--- src/rtl/regfile_pkg.sv ---
// Shared constants and the write-back request record for the register file
// write-back arbiter.
package regfile_pkg;

  localparam int unsigned DW = 64;
  localparam int unsigned AW = 5;
  localparam logic [AW-1:0] ZR = 5'd31;

  typedef struct packed {
    logic          valid;
    logic [AW-1:0] addr;
    logic [DW-1:0] data;
  } wb_req_t;

endpackage

--- src/rtl/regfile_wb_arbiter_if.sv ---
// Bus bundle between the two write-back requesters, the arbiter and the
// register file write port. Counter signals exist only with REGFILE_WB_ARB_STATS_EN.
interface regfile_wb_arbiter_if;
  import regfile_pkg::*;

  logic          hold;
  logic          v0;
  logic [AW-1:0] a0;
  logic [DW-1:0] d0;
  logic          rdy0;
  logic          v1;
  logic [AW-1:0] a1;
  logic [DW-1:0] d1;
  logic          rdy1;
  logic          we3;
  logic [AW-1:0] wa3;
  logic [DW-1:0] wd3;
  logic          last_gnt;
`ifdef REGFILE_WB_ARB_STATS_EN
  logic [15:0]   conflict_cnt;
  logic [15:0]   drop_cnt;
`endif

  modport master (
`ifdef REGFILE_WB_ARB_STATS_EN
    input  conflict_cnt, drop_cnt,
`endif
    output hold, v0, a0, d0, v1, a1, d1,
    input  rdy0, rdy1, we3, wa3, wd3, last_gnt
  );

  modport slave (
`ifdef REGFILE_WB_ARB_STATS_EN
    output conflict_cnt, drop_cnt,
`endif
    input  hold, v0, a0, d0, v1, a1, d1,
    output rdy0, rdy1, we3, wa3, wd3, last_gnt
  );

endinterface

--- src/rtl/regfile_wb_arbiter_rr_arb2.sv ---
// Two-way round-robin grant with a last-granted pointer; on a conflict the
// requester that was not granted most recently wins.
module rr_arb2 (
  input  logic       clk,
  input  logic       reset,
  input  logic [1:0] req,
  input  logic       hold,
  input  logic       accept,
  output logic [1:0] gnt,
  output logic       last_gnt
);

  always_comb begin
    gnt = '0;
    if (!hold) begin
      if (req == 2'b11) gnt = last_gnt ? 2'b01 : 2'b10;
      else              gnt = req;
    end
  end

  always_ff @(posedge clk) begin
    if (reset)       last_gnt <= 1'b1;
    else if (accept) last_gnt <= gnt[1];
  end

endmodule

--- src/rtl/regfile_wb_arbiter.sv ---
// Register file write-back arbiter: round-robin between ALU and load paths,
// registered write port, ZR writes discarded. Optional stats: REGFILE_WB_ARB_STATS_EN.
module regfile_wb_arbiter
  import regfile_pkg::*;
(
  input logic                 clk,
  input logic                 reset,
  regfile_wb_arbiter_if.slave bus
);

  wb_req_t       r0, r1;
  logic [1:0]    gnt;
  logic          xfer;
  logic [AW-1:0] win_addr;
  logic [DW-1:0] win_data;

  assign r0 = '{valid: bus.v0, addr: bus.a0, data: bus.d0};
  assign r1 = '{valid: bus.v1, addr: bus.a1, data: bus.d1};

  // Reset is folded into hold so no handshake completes during a reset cycle.
  rr_arb2 u_arb (
    .clk      (clk),
    .reset    (reset),
    .req      ({r1.valid, r0.valid}),
    .hold     (bus.hold | reset),
    .accept   (xfer),
    .gnt      (gnt),
    .last_gnt (bus.last_gnt)
  );

  assign bus.rdy0 = gnt[0];
  assign bus.rdy1 = gnt[1];
  assign xfer     = |gnt;
  assign win_addr = gnt[1] ? r1.addr : r0.addr;
  assign win_data = gnt[1] ? r1.data : r0.data;

  always_ff @(posedge clk) begin
    if (reset) begin
      bus.we3 <= 1'b0;
      bus.wa3 <= '0;
      bus.wd3 <= '0;
    end else if (xfer) begin
      bus.we3 <= (win_addr != ZR);
      bus.wa3 <= win_addr;
      bus.wd3 <= win_data;
    end else begin
      bus.we3 <= 1'b0;
    end
  end

`ifdef REGFILE_WB_ARB_STATS_EN
  always_ff @(posedge clk) begin
    if (reset) begin
      bus.conflict_cnt <= '0;
      bus.drop_cnt     <= '0;
    end else begin
      if (bus.v0 && bus.v1 && !bus.hold && bus.conflict_cnt != '1)
        bus.conflict_cnt <= bus.conflict_cnt + 16'd1;
      if (xfer && win_addr == ZR && bus.drop_cnt != '1)
        bus.drop_cnt <= bus.drop_cnt + 16'd1;
    end
  end
`endif

endmodule

--- src/flat_wrapper.sv ---
// flat-port wrapper written by rule: the top's interface ports become plain ports
module regfile_wb_arbiter_flat import regfile_pkg::*;
  (clk, reset, bus_hold, bus_v0, bus_a0, bus_d0, bus_v1, bus_a1, bus_d1, bus_rdy0, bus_rdy1, bus_we3, bus_wa3, bus_wd3, bus_last_gnt);
  regfile_wb_arbiter_if bus_i ();
  input logic clk;
  input logic reset;
  input wire logic [$bits(bus_i.hold)-1:0] bus_hold;
  input wire logic [$bits(bus_i.v0)-1:0] bus_v0;
  input wire logic [$bits(bus_i.a0)-1:0] bus_a0;
  input wire logic [$bits(bus_i.d0)-1:0] bus_d0;
  input wire logic [$bits(bus_i.v1)-1:0] bus_v1;
  input wire logic [$bits(bus_i.a1)-1:0] bus_a1;
  input wire logic [$bits(bus_i.d1)-1:0] bus_d1;
  output wire logic [$bits(bus_i.rdy0)-1:0] bus_rdy0;
  output wire logic [$bits(bus_i.rdy1)-1:0] bus_rdy1;
  output wire logic [$bits(bus_i.we3)-1:0] bus_we3;
  output wire logic [$bits(bus_i.wa3)-1:0] bus_wa3;
  output wire logic [$bits(bus_i.wd3)-1:0] bus_wd3;
  output wire logic [$bits(bus_i.last_gnt)-1:0] bus_last_gnt;
  assign bus_i.hold = bus_hold;
  assign bus_i.v0 = bus_v0;
  assign bus_i.a0 = bus_a0;
  assign bus_i.d0 = bus_d0;
  assign bus_i.v1 = bus_v1;
  assign bus_i.a1 = bus_a1;
  assign bus_i.d1 = bus_d1;
  assign bus_rdy0 = bus_i.rdy0;
  assign bus_rdy1 = bus_i.rdy1;
  assign bus_we3 = bus_i.we3;
  assign bus_wa3 = bus_i.wa3;
  assign bus_wd3 = bus_i.wd3;
  assign bus_last_gnt = bus_i.last_gnt;
  regfile_wb_arbiter u_core (.clk(clk), .reset(reset), .bus(bus_i));
endmodule
--- config.mk ---
export PLATFORM = sky130hd
export DESIGN_NAME = regfile_wb_arbiter_flat
export DESIGN_NICKNAME = d
export VERILOG_FILES = /design/src/rtl/regfile_pkg.sv /design/src/rtl/regfile_wb_arbiter_if.sv /design/src/rtl/regfile_wb_arbiter_rr_arb2.sv /design/src/rtl/regfile_wb_arbiter.sv /design/src/flat_wrapper.sv
export SDC_FILE = /design/constraint.sdc
export NUM_CORES = 1
export LEC_CHECK = 0
export ABC_AREA = 1
export BUFFER_PORTS_ARGS = -buffer_cell sky130_fd_sc_hd__buf_2
export CAP_MARGIN = 20
export CORE_MARGIN = 3
export CORE_UTILIZATION = 38
export DETAILED_ROUTE_END_ITERATION = 10
export PLACE_DENSITY_LB_ADDON = 0.05
export SETUP_SLACK_MARGIN = 0.3
export SLEW_MARGIN = 30
export SYNTH_ARGS = -nofsm -noshare
export SYNTH_HDL_FRONTEND = slang
export SYNTH_HIERARCHICAL = 1
export SYNTH_SLANG_ARGS = --single-unit
--- constraint.sdc ---
create_clock -name clk -period 1.5 [get_ports clk]
set_clock_uncertainty 0.2 [all_clocks]
set_input_delay 0.075 -clock clk [delete_from_list [all_inputs] [get_ports clk]]
set_output_delay 0.075 -clock clk [all_outputs]
set_load 0.01 [all_outputs]
==> key figures <==
Outcome
  – Outcome: finished with violations
  – Failing checks: hold timing, setup timing

Timing
  – Setup violators final: 72
  – Final TNS setup: -8.38 ns
  – Slew headroom: 82.4%
  – PnR worst setup slack: -0.202 ns
  – RSZ-0062 raised after global routing: yes
  – Min cycle time layout: 1.70 ns
  – Worst-Margin Slew: 0.264 ns
  – Final Cycle Share: 113%
  – Final Slew Violations: 0
  – Hold_ws: -0.0899 ns
  – F_max: 588 MHz
  – Hold Violations, Final: 1

Clock tree
  – Clock Path Buffers: 2
  – Hold-fix buffers at CTS: 140
  – Clk Latency, worst-skew pair: 0.33 ns
  – CTS buffer count: 9
  – Clock slew at reported path FFs: 0.08 ns
  – Htree depth: 3
  – CTS tree: built
  – Clock Sink Count: 71
  – Root Driver: clkbuf_8

Synthesis
  – Post-synth top area share: 42.9%
  – Synth warnings: 6
  – Syn nets: 678
  – Most common library cells after synthesis: nand2_1, dfxtp_1, inv_1, nand3_1
  – Netlist cell types: 19
  – Gate Count Post-Synth: 535
  – Synthesized cell area: 3310 um2
  – #FFs+latches synth: 71
  – Post-synth EDFFs: 0
  – Register area share after synthesis: 42.9%
  – Post-synth top flop: dfxtp_1
  – Average footprint of a synthesized cell: 6.19 um2
  – Most frequent cell after synthesis: nand2_1
  – Cell taking the most area after synthesis: dfxtp_1
  – Area contributors post-synth: dfxtp_1, nand2_1, nand3_1
  – Fraction of registers with async set/reset: 0%

Placement
  – Global placer's final weighted congestion: 0.811
  – DP Area: 4640 um2
  – HPWL after DPL: 7420 um
  – IO buf count: 215

Drt
  – Routed wire length: 16500 um
  – Via Count: 5055
  – Iter 0 DRT Violations: 234
  – DRC viols: 0
  – DRT antenna net count: 0
  – Via density: 4.93
  – Routed len/inst: 16.1 um
  – Drt pass-1 iters: 5

Critical path
  – CP cell instances: nand2_2 -> and3_4 -> buf_6 -> nor2_8 -> buf_4 -> buf_6 -> nand2_1 -> nand3_1 -> nand2_1 -> inv_1
  – Critical path's largest stage delay: 0.34 ns
  – Critical path type: reg -> reg
  – Max FO, Critical Path: 6
  – WP data required: 1.55 ns
  – CP max stage cell: dfxtp_2
  – Critical path data arrival time: 1.75 ns
  – Worst setup EP type: flip-flop
  – Crit path launch type: flip-flop
  – Reg2Reg Setup Slack: -0.20 ns

Final layout
  – Post-route cell area: 7200 um2
  – Share of cells above drive strength 1: 42.0%
  – Nets: 1058
  – Post-Route Utilization: 86.3%
  – Area grow syn2layout: 117%

Power and ir drop
  – Int Power: 3.67 mW
  – Switch Pwr: 1.38 mW
  – Power Density: 702 nW/um2
  – Leak Pwr: 4.23 nW
  – Power Total: 5.06 mW
  – Sw Ratio: 27.4%
  – Clock share of power: 32.4%
  – Max VDD drop: 0.470 mV
  – Combinational share of power: 27.2%
  – Sequential Power Share: 40.3%

Global route
  – First-pass GRT wire length: 22100 um
  – GR Overflow Total: 0
  – Initial antenna violation count: 1
  – Met2 usage: 49.7%
  – Largest net degree at the start of global routing: 53
  – GR Layer Usage met3: 6.38%
  – Number of global-route vias before repair: 4854
  – Busiest grt layer: met2
  – Grt met1 use: 29.5%
  – Tot GR Track Use: 27.4%

Die
  – Core outline area: 8340 um2
  – IO Pins: 216
  – Height of the die: 99.4 um
  – Die area: 9880 um2
  – Cell Rows: 33
  – Starting Density: 39.7%
  – Chip Width: 99.4 um

Job
  – Number of max-cap violations: 0

Min path
  – Worst Hold Class: in -> reg
## repair_timing
action,CTS,global route
endpoints found under the hold margin,71,1
gates cloned,3,9
pin swaps,2,21
endpoints found under the setup margin,73,73
setup buffers,8,5
gates resized for setup,25,127
## cells by family after synthesis
logic type,synth area share [%]
DFF,42.9
buffers and inverters,11.9
AOI/OAI and AO/OA,0.906
and+or+nand+nor,44.3
## path summary, 6_finish.rpt
check                             start  depth (start not counted)                    end
setup / recovery  u_core/u_arb/last_gnt                         10     u_core/bus.wd3[22]
hold / removal                 bus_hold                          5  u_core/u_arb/last_gnt
setup reg to reg  u_core/u_arb/last_gnt                         10     u_core/bus.wd3[22]
hold reg to reg       u_core/bus.wa3[2]                          2      u_core/bus.wa3[2]
## sequential cells by signal, summed over array words and instances (netlist names)
signal,cells
u_core/bus.wa3,5
u_core/bus.wd3,64
u_core/bus.we3,1
u_core/u_arb/last_gnt,1
## placed cells by master (no fill, tap or decap)
master | synthesis | layout
a21oi_4 | 0 | 1
and3_4 | 0 | 1
buf_12 | 0 | 11
buf_16 | 0 | 4
buf_2 | 13 | 212
buf_4 | 3 | 10
buf_6 | 0 | 13
buf_8 | 0 | 1
bufinv_16 | 0 | 2
clkbuf_1 | 12 | 3
clkbuf_16 | 0 | 6
clkbuf_8 | 0 | 9
clkinv_2 | 0 | 2
clkinv_8 | 0 | 2
dfxtp_1 | 71 | 70
dfxtp_2 | 0 | 1
diode_2 | 0 | 1
dlygate4sd3_1 | 0 | 140
inv_1 | 66 | 61
inv_2 | 3 | 7
nand2_1 | 276 | 221
nand2_2 | 0 | 35
nand2_4 | 0 | 20
nand3_1 | 65 | 28
nand3_2 | 0 | 37
nand4_1 | 1 | 1
nor2_1 | 13 | 8
nor2_2 | 1 | 4
nor2_4 | 1 | 3
nor2_8 | 1 | 1
o21ai_1 | 4 | 2
o21ai_2 | 0 | 3
or2_4 | 0 | 1
## power by group through the flow
stage	registers [mW]	logic [mW]	clock network (mW)
5_1_grt	2.05	1.47	1.74
4_1_cts	2.03	1.14	1.67
2_1_floorplan	2.12	0.341	0
3_3_place_gp	2.07	0.773	0
6_report	2.04	1.38	1.64
3_5_place_dp	2.07	0.779	0
## cell type report
class / count / area (um2)
diodes: 1 / 2.50
clock buffers: 12 / 135
clock inverters: 4 / 70.1
fillers: 453 / 1140
inverters: 70 / 288
multi-input cells: 366 / 1970
flip-flops and latches: 71 / 1420
well taps: 105 / 131
repair buffers: 397 / 3180
## routing by layer
metal  wire length, um  share of wire, %
met4               786               4.8
met2              8570                52
met1              5640                34
met5                 0                 0
met3              1480               9.0
## per-stage QoR
| stage | cells | setup WS (ns) |
|---|---|---|
| floorplan | 535 | -0.0147 |
| global placement | 844 | -0.123 |
| detailed placement | 844 | -0.175 |
| CTS | 1011 | -0.0600 |
| global route | 1026 | -0.241 |
| finish | 1026 | -0.202 |
## worst max-delay path: cells and delay by family (launching register included)
| family | cells | cell delay (ns) |
|---|---|---|
| flops | 1 | 0.34 |
| simple gates | 6 | 0.62 |
| buf+inv | 4 | 0.44 |
Power figures use the tool's default switching activity.
